`src/rtl/pipe_reg.sv`:
```
// Bubble-collapsing valid/ready register pipeline of DEPTH stages.
// An empty stage pulls a beat forward even when the stages ahead of it are stalled.
module pipe_reg #(
  parameter int               WIDTH   = 8,
  parameter int               DEPTH   = 4,
  parameter logic [WIDTH-1:0] RST_VAL = '0
) (
  input  logic                       clk,
  input  logic                       reset_n,
  input  logic                       flush_i,
  input  logic                       in_valid_i,
  input  logic [WIDTH-1:0]           in_data_i,
  output logic                       in_ready_o,
  output logic                       out_valid_o,
  output logic [WIDTH-1:0]           out_data_o,
  input  logic                       out_ready_i,
  output logic [$clog2(DEPTH+1)-1:0] count_o
);

  localparam int CNT_W = $clog2(DEPTH + 1);

  logic [DEPTH-1:0] valid_q;
  logic [WIDTH-1:0] data_q [DEPTH];
  logic [CNT_W-1:0] count_q;

  // load[k]: stage k takes a new beat (or goes empty) at the next edge.
  // take[k]: a beat is actually arriving at stage k.
  logic [DEPTH-1:0] load;
  logic [DEPTH-1:0] take;
  logic [DEPTH-1:0] valid_nxt;
  logic [CNT_W-1:0] count_nxt;
  logic             chain;

  // NOTE: combinational logic uses blocking '=' with a default assigned first so
  // no latch is inferred; the sequential block below uses non-blocking '<=' only.
  always_comb begin
    chain = out_ready_i;
    load  = '0;
    for (int k = DEPTH - 1; k >= 0; k--) begin
      load[k] = !valid_q[k] || chain;
      chain   = load[k];
    end
  end

  // Reset gates ready so nothing is accepted while the pipe is being cleared.
  assign in_ready_o = load[0] && !flush_i && reset_n;

  always_comb begin
    take    = '0;
    take[0] = in_valid_i && in_ready_o;
    for (int k = 1; k < DEPTH; k++) begin
      take[k] = valid_q[k-1];
    end
  end

  always_comb begin
    valid_nxt = valid_q;
    count_nxt = '0;
    for (int k = 0; k < DEPTH; k++) begin
      if (flush_i) begin
        valid_nxt[k] = 1'b0;
      end else if (load[k]) begin
        valid_nxt[k] = take[k];
      end
      count_nxt = count_nxt + CNT_W'(valid_nxt[k]);
    end
  end

  // NOTE: the data array is reset as well as the valid bits, so the output bus
  // shows RST_VAL rather than X after reset; this costs a reset input per flop.
  always_ff @(posedge clk) begin
    if (!reset_n) begin
      valid_q <= '0;
      count_q <= '0;
      for (int k = 0; k < DEPTH; k++) begin
        data_q[k] <= RST_VAL;
      end
    end else begin
      valid_q <= valid_nxt;
      count_q <= count_nxt;
      // Data only moves with a real beat; flush and bubbles leave registers as they are.
      if (!flush_i && load[0] && take[0]) begin
        data_q[0] <= in_data_i;
      end
      for (int k = 1; k < DEPTH; k++) begin
        if (!flush_i && load[k] && take[k]) begin
          data_q[k] <= data_q[k-1];
        end
      end
    end
  end

  assign out_valid_o = valid_q[DEPTH-1];
  assign out_data_o  = data_q[DEPTH-1];
  assign count_o     = count_q;

endmodule
```
`config.mk`:
```
export PLATFORM = sky130hd
export DESIGN_NAME = pipe_reg
export DESIGN_NICKNAME = d
export VERILOG_FILES = /design/src/rtl/pipe_reg.sv
export SDC_FILE = /design/constraint.sdc
export NUM_CORES = 1
export LEC_CHECK = 0
export ABC_AREA = 0
export CORE_MARGIN = 1.5
export CORE_UTILIZATION = 57
export CTS_CLUSTER_SIZE = 12
export DETAILED_ROUTE_END_ITERATION = 16
export PLACE_DENSITY_LB_ADDON = 0.08
export SYNTH_ARGS = -nofsm -noshare
export SYNTH_HDL_FRONTEND = slang
export SYNTH_SLANG_ARGS = --single-unit
```
`constraint.sdc`:
```
create_clock -name clk -period 4.94 [get_ports clk]
set_clock_uncertainty 0.1 [all_clocks]
set_input_delay 0.988 -clock clk [delete_from_list [all_inputs] [get_ports clk]]
set_output_delay 0.988 -clock clk [all_outputs]
set_load 0.005 [all_outputs]
```
==> results of run 1 <==
[worst paths after layout]
check	startpoint	end	slack [ps]	cells past startpoint
hold reg to reg	data_q[2][7]$_SDFFCE_PN0P_	data_q[3][7]$_SDFFCE_PN0P_	510	1
setup reg to reg	valid_q[2]$_SDFF_PN0_	count_o[1]$_SDFF_PN0_	2230	7
setup / recovery	reset_n	in_ready_o	1150	4
hold / removal	data_q[2][7]$_SDFFCE_PN0P_	data_q[3][7]$_SDFFCE_PN0P_	510	1
[cell families (layout without fill, tap and decap cells)]
family | count (synthesis) | after routing | synth area share
simple gates | 46 | 46 | 0.185
flops | 39 | 39 | 0.640
buf+inv | 16 | 39 | 0.0465
compound gates | 21 | 21 | 0.103
fa+ha+maj | 3 | 3 | 0.0262
[power groups by stage]
| stage | Combinational (uW) | Clock, uW | Sequential, uW |
|---|---|---|---|
| 3_3_place_gp | 38.0 | 0 | 381 |
| 2_1_floorplan | 20.6 | 0 | 381 |
| 6_report | 39.1 | 200 | 374 |
| 4_1_cts | 39.4 | 203 | 374 |
| 5_1_grt | 43.3 | 217 | 376 |
| 3_5_place_dp | 39.3 | 0 | 382 |
[area by class of cell]
| type | count | area, um^2 |
|---|---|---|
| Sequential cell | 39 | 1100 |
| Fill cell | 191 | 773 |
| Multi-Input combinational cell | 70 | 539 |
| Timing Repair Buffer | 26 | 258 |
| Clock inverter | 3 | 38.8 |
| Tap cell | 31 | 38.8 |
| Clock buffer | 5 | 37.5 |
| Inverter | 5 | 18.8 |
[per-layer routing]
metal | global-route usage | vias to the layer above | wire length (um) | share of wire
met3 | 0.0491 | 5 | 144 | 0.056
met5 | 0 | - | 0 | 0
met4 | 0.0997 | 0 | 34 | 0.013
met2 | 0.325 | 49 | 1400 | 0.54
met1 | 0.189 | 500 | 989 | 0.38
li1 | - | 523 | - | -
[layout by cell type, fill, tap and decap left out, types with 4 or more instances in the layout]
cell              n
a21oi_1           4
and4b_1           9
clkbuf_4          5
clkdlybuf4s50_1  25
dfxtp_1           7
edfxtp_1         32
inv_1             4
nand2_1           8
nor3_1            8
nor3b_1           8
o2111a_1          8
[per-stage QoR]
step	total power, uW	util	hold slack (ps)	instances
global route	636	0.724	534	179
finish	613	0.724	514	179
detailed placement	421	0.697	485	171
global placement	419	0.697	481	171
CTS	616	0.724	516	179
floorplan	401	-	464	125
[flip-flops by register name, indices dropped and copies added, names as in the netlist]
name / cells
data_q: 32
valid_q: 4
count_o: 3
==> summary.md, run 1 <==
| Metric | Value |
|---|---|
| Fin. Hold Viols | `0` |
| First-pass GRT wire length | `4510 um` |
| CTS Sinks | `39` |
| CTS resizes | `0` |
| Total routed wirelength | `2570 um` |
| Placeable core area | `2810 um^2` |
| Die area | `3360 um^2` |
| Initial Util | `0.613` |
| Area after DPL | `1960 um^2` |
| Die W | `57.9 um` |
| Clock Power Share | `0.326` |
| Setup repair bufs after CTS | `0` |
| Clock slew at reported path FFs | `100 ps` |
| Pre-CTS WS | `1160 ps` |
| Share of Yosys cell area claimed by the top area cell type | `0.559` |
| Max Slew Vio Count | `0` |
| Final Net Count | `163` |
| Worst path bufs/invs | `2` |
| Status | `complete, no violations` |
| Total net switching power | `119 uW` |
| Final ANT Viol Nets | `0` |
| Clock buffer depth | `2` |
| Measured slew at the worst slew-check pin | `1070 ps` |
| Comb pwr share | `0.064` |
| Slew HR | `0.283` |
| Synth area leaders | `edfxtp_1 56%, dfxtp_1 8.1%, and4b_1 5.2%, o2111a_1 5.2%, nor3b_1 3.5%` |
| PortBufs | `25` |
| Period utilisation layout | `0.767` |
| Int Pwr | `494 uW` |
| Design area | `2030 um^2` |
| Max VDD drop | `0.226 mV` |
| Crit Path Max Fanout | `12` |
| Initial antenna violation count | `0` |
| Total GRT Usage | `0.181` |
| DR DRC count | `0` |
| Peak Freq | `264 MHz` |
| CTS root buf | `clkbuf_4` |
| Syn avg cell area | `13.8 um^2` |
| Critical Path Source Type | `primary input` |
| Crit path capture type | `output pin` |
| Fraction of the yosys area taken by sequential cells | `0.640` |
| Routability congestion estimate | `0.789` |
| Synth cell types | `30` |
| Synth area leader | `edfxtp_1` |
| Most used cell, CP | `clkdlybuf4s50_1` |
| Yosys warning count | `0` |
| Die height | `57.9 um` |
| Ports | `26` |
| Syn Nets | `141` |
| Clock Latency Late Sink | `330 ps` |
| H-tree depth | `2` |
| Fraction of layout cells with a size suffix above 1 | `0.0676` |
| Sw frac | `0.194` |
| Worst Path Required | `3850 ps` |
| Cells along the critical path | `clkdlybuf4s50_1, nand2b_1, a21oi_1, clkdlybuf4s50_1` |
| First drt pass iteration count | `12` |
| Hold Path Class | `flop to flop` |
| PD cells | `302 nW/um^2` |
| Setup tns final | `0 ps` |
| Setup CP Type | `primary input to output pin` |
| Main synth FF type | `edfxtp_1` |
| RSZ-0062 raised after global routing | `false` |
| Mapped cell area | `1720 um^2` |
| Drt initial violations | `35` |
| Max-cap violations | `0` |
| Setup ws final | `1150 ps` |
| Average via count per standard cell | `6.02` |
| Count leader, synth | `edfxtp_1` |
| Total grt overflow | `0` |
| Final setup violation count | `0` |
| Post-synth EDFFs | `32` |
| Post-synthesis cell count | `125` |
| Largest stage delay, worst path | `670 ps` |
| Leakage | `0.000745 uW` |
| CTS Buf Count | `5` |
| CP arrival | `2700 ps` |
| Flops & latches, synth | `39` |
| Area grow syn2layout | `18.1%` |
| Antenna Diode Count | `0` |
| Rows | `19` |
| Hold Buf Count CTS | `0` |
| Tmin final | `3790 ps` |
| Crit-path slowest cell | `clkdlybuf4s50_1` |
| Seq pwr share | `0.610` |
| Largest net degree at the start of global routing | `19` |
| Vias in the first global route | `1087` |
| Ys async rst share | `0` |
| Via count | `1077` |
| Final HPWL DP | `1910 um` |
| Post-synth top cells | `32 x edfxtp_1, 9 x and4b_1` |
| CTS tree | `yes` |
| Wire length per cell | `14.4 um` |
| Largest delay share family, worst path | `buffers and inverters` |
(Power assumes the default switching activity.)
==> run 2, diff against run 1 <==
--- a/config.mk
+++ b/config.mk
@@ -7,7 +7,7 @@
 export LEC_CHECK = 0
 export ABC_AREA = 0
 export CORE_MARGIN = 1.5
-export CORE_UTILIZATION = 57
+export CORE_UTILIZATION = 53
 export CTS_CLUSTER_SIZE = 12
 export DETAILED_ROUTE_END_ITERATION = 16
 export PLACE_DENSITY_LB_ADDON = 0.08
==> constraint.sdc (replaced) <==
create_clock -name clk -period 3.9 [get_ports clk]
set_clock_uncertainty 0.1 [all_clocks]
set_input_delay 0.78 -clock clk [delete_from_list [all_inputs] [get_ports clk]]
set_output_delay 0.78 -clock clk [all_outputs]
set_load 0.005 [all_outputs]
==> run 2 against run 1 <==
Register-to-register slack got worse by 1000 ps. Hold slack about the same. Non-clock buffer count increased by 4. Sequential power increased by 27%. Critical path type unchanged. Combinational power increased by 32%. Cell area increased by 0.99%. Core utilization decreased by 5.8 points.
==> summary.md, run 2 (same netlist as run 1, synthesis figures left out) <==
| Metric | Value |
|---|---|
| Worst Path Required | `3020 ps (-830 ps)` |
| Max-cap violations | `0 (unchanged)` |
| Reg2Reg Depth | `7 (unchanged)` |
| Setup tns final | `0 ps (unchanged)` |
| Commonest non-fill, non-tap cell in the layout | `edfxtp_1` |
| Clock slew at reported path FFs | `100 ps (about the same)` |
| WL met3 | `137 um (-4.9%)` |
| Die W | `60.0 um (+3.5%)` |
| Clock Latency Late Sink | `340 ps (about the same)` |
| Met2 wire length | `1360 um (-2.6%)` |
| Placeable core area | `3080 um^2 (+9.7%)` |
| Max VDD drop | `0.206 mV (-9.0%)` |
| Slew HR | `0.466 (+0.183)` |
| Multi-input gate area | `539 um^2 (unchanged)` |
| Hold Path Class | `flop to flop` |
| Max layer used | `met4` |
| Via count | `1091 (+1.3%)` |
| Antenna Diode Count | `0 (unchanged)` |
| Average via count per standard cell | `5.57 (-7.5%)` |
| First drt pass iteration count | `4 (-8)` |
| Drt initial violations | `24 (-31%)` |
| Period utilisation layout | `0.866` |
| Hold Path End | `data_q[3][7]$_SDFFCE_PN0P_` |
| Final ANT Viol Nets | `0 (unchanged)` |
| Commonest cells after routing, fill and taps aside | `32 x edfxtp_1, 25 x clkdlybuf4s50_1, 9 x and4b_1` |
| Critical Path Source Type | `primary input` |
| Total routed wirelength | `2510 um (-2.3%)` |
| Tmin final | `3380 ps` |
| First-pass GRT wire length | `4150 um (-7.8%)` |
| Measured slew at the worst slew-check pin | `798 ps (-269 ps)` |
| CTS tree | `yes` |
| Fraction of layout cells with a size suffix above 1 | `0.0855 (+0.0180)` |
| Largest register FFs | `32 (unchanged)` |
| CTS root buf | `clkbuf_4` |
| CTS resizes | `0 (unchanged)` |
| Met1 Wirelength | `956 um (-3.3%)` |
| Initial Util | `0.559 (-0.0543)` |
| Vias in the first global route | `1023 (-5.9%)` |
| Hold Buf Count CTS | `0 (unchanged)` |
| Total grt overflow | `0 (unchanged)` |
| Peak Freq | `296 MHz` |
| CP arrival | `2500 ps (-200 ps)` |
| R2R Setup Slk | `1210 ps (-1020 ps)` |
| Top reg by flops | `data_q` |
| PD cells | `348 nW/um^2 (+15%)` |
| Routability congestion estimate | `0.791 (+0.25%)` |
| CTS Sinks | `39 (unchanged)` |
| Die height | `60.0 um (+3.5%)` |
| Worst hold slack | `515 ps (+0.403 ps)` |
| Clock buffer depth | `2 (unchanged)` |
| Ports | `26 (unchanged)` |
| Total GRT Usage | `0.164 (-0.0168)` |
| FF/Latch Area | `1100 um^2 (unchanged)` |
| Crit Path Max Fanout | `12 (unchanged)` |
| Worst flop-to-flop path startpoint | `valid_q[2]$_SDFF_PN0_` |
| Hold Path Origin | `data_q[2][7]$_SDFFCE_PN0P_` |
| Status | `complete, no violations` |
| Wire length per cell | `12.8 um (-11%)` |
| Final setup violation count | `0 (unchanged)` |
| Hold Crit Depth | `1 (unchanged)` |
| Worst r2r dst | `count_o[1]$_SDFF_PN0_` |
| H-tree depth | `2 (unchanged)` |
| Rows | `20 (+1)` |
| RSZ-0062 raised after global routing | `false` |
| CTS Buf Count | `5 (unchanged)` |
| DR DRC count | `0 (unchanged)` |
| Area grow syn2layout | `19.3%` |
| Final HPWL DP | `1840 um (-3.4%)` |
| Crit path capture type | `output pin` |
| Initial antenna violation count | `0 (unchanged)` |
| Fin. Hold Viols | `0 (unchanged)` |
| Largest net degree at the start of global routing | `18 (-1)` |
| Leakage | `0.000752 uW (+0.92%)` |
| Fillers | `238 (+25%)` |
| Setup CP Type | `primary input to output pin` |
| Die area | `3600 um^2 (+7.1%)` |
| Max Slew Vio Count | `0 (unchanged)` |
| PortBufs | `25 (unchanged)` |
| Setup repair bufs after CTS | `0 (unchanged)` |
| Final Net Count | `167 (+2.5%)` |
## run 2: cell types whose count changed in the layout (fill, tap and decap cells not counted)
cell / previous run / this run
bufinv_16: 1 / 0
buf_4: 1 / 5
clkbuf_1: 0 / 1
## run 2: routing by layer
layer,up-vias,global-route usage
met5,-,0
met4,0,0.114
met3,6,0.0455
met2,35,0.297
met1,514,0.157
li1,536,-
## run 2: worst max-delay path, cell delays in order
cell and delay (ps):
clkdlybuf4s50_1 690, nand2b_1 320, a21oi_1 200, clkdlybuf4s50_1 520
## run 2: cell type report
type	count	area share
clock buffers	6	0.0201
multi-input cells	70	0.263
inverters	5	0.00915
well taps	44	0.0268
flip-flops and latches	39	0.537
clock inverters	2	0.00427
repair buffers	30	0.140
## run 2: per-stage QoR
stage | instances | cell area [um^2] | util | setup slack (ps) | total power (uW)
after floorplan | 125 | 1720 | - | 1210 | 508
after global placement | 188 | 2000 | 0.650 | 547 | 533
after detailed placement | 188 | 2000 | 0.650 | 507 | 536
after CTS | 196 | 2050 | 0.667 | 518 | 718
after global routing | 196 | 2050 | 0.667 | 412 | 742
final | 196 | 2050 | 0.667 | 523 | 714
## run 2: worst max-delay path by stage
stage	startpoint	end	slack (ps)	depth (start not counted)
after detailed placement	out_ready_i	count_o[1]$_SDFF_PN0_	510	8
after floorplan	flush_i	count_o[1]$_SDFF_PN0_	1210	10
after CTS	reset_n	in_ready_o	520	4
after global placement	reset_n	in_ready_o	550	4
after global routing	reset_n	in_ready_o	410	4
final	reset_n	in_ready_o	520	4
## run 2: power breakdown
group	internal, uW	total [uW]	leakage (uW)	switching, uW
Clock	67.7	188	0.0000297	120
Sequential	468	474	0.000384	5.59
Combinational	28.2	51.8	0.000339	23.5
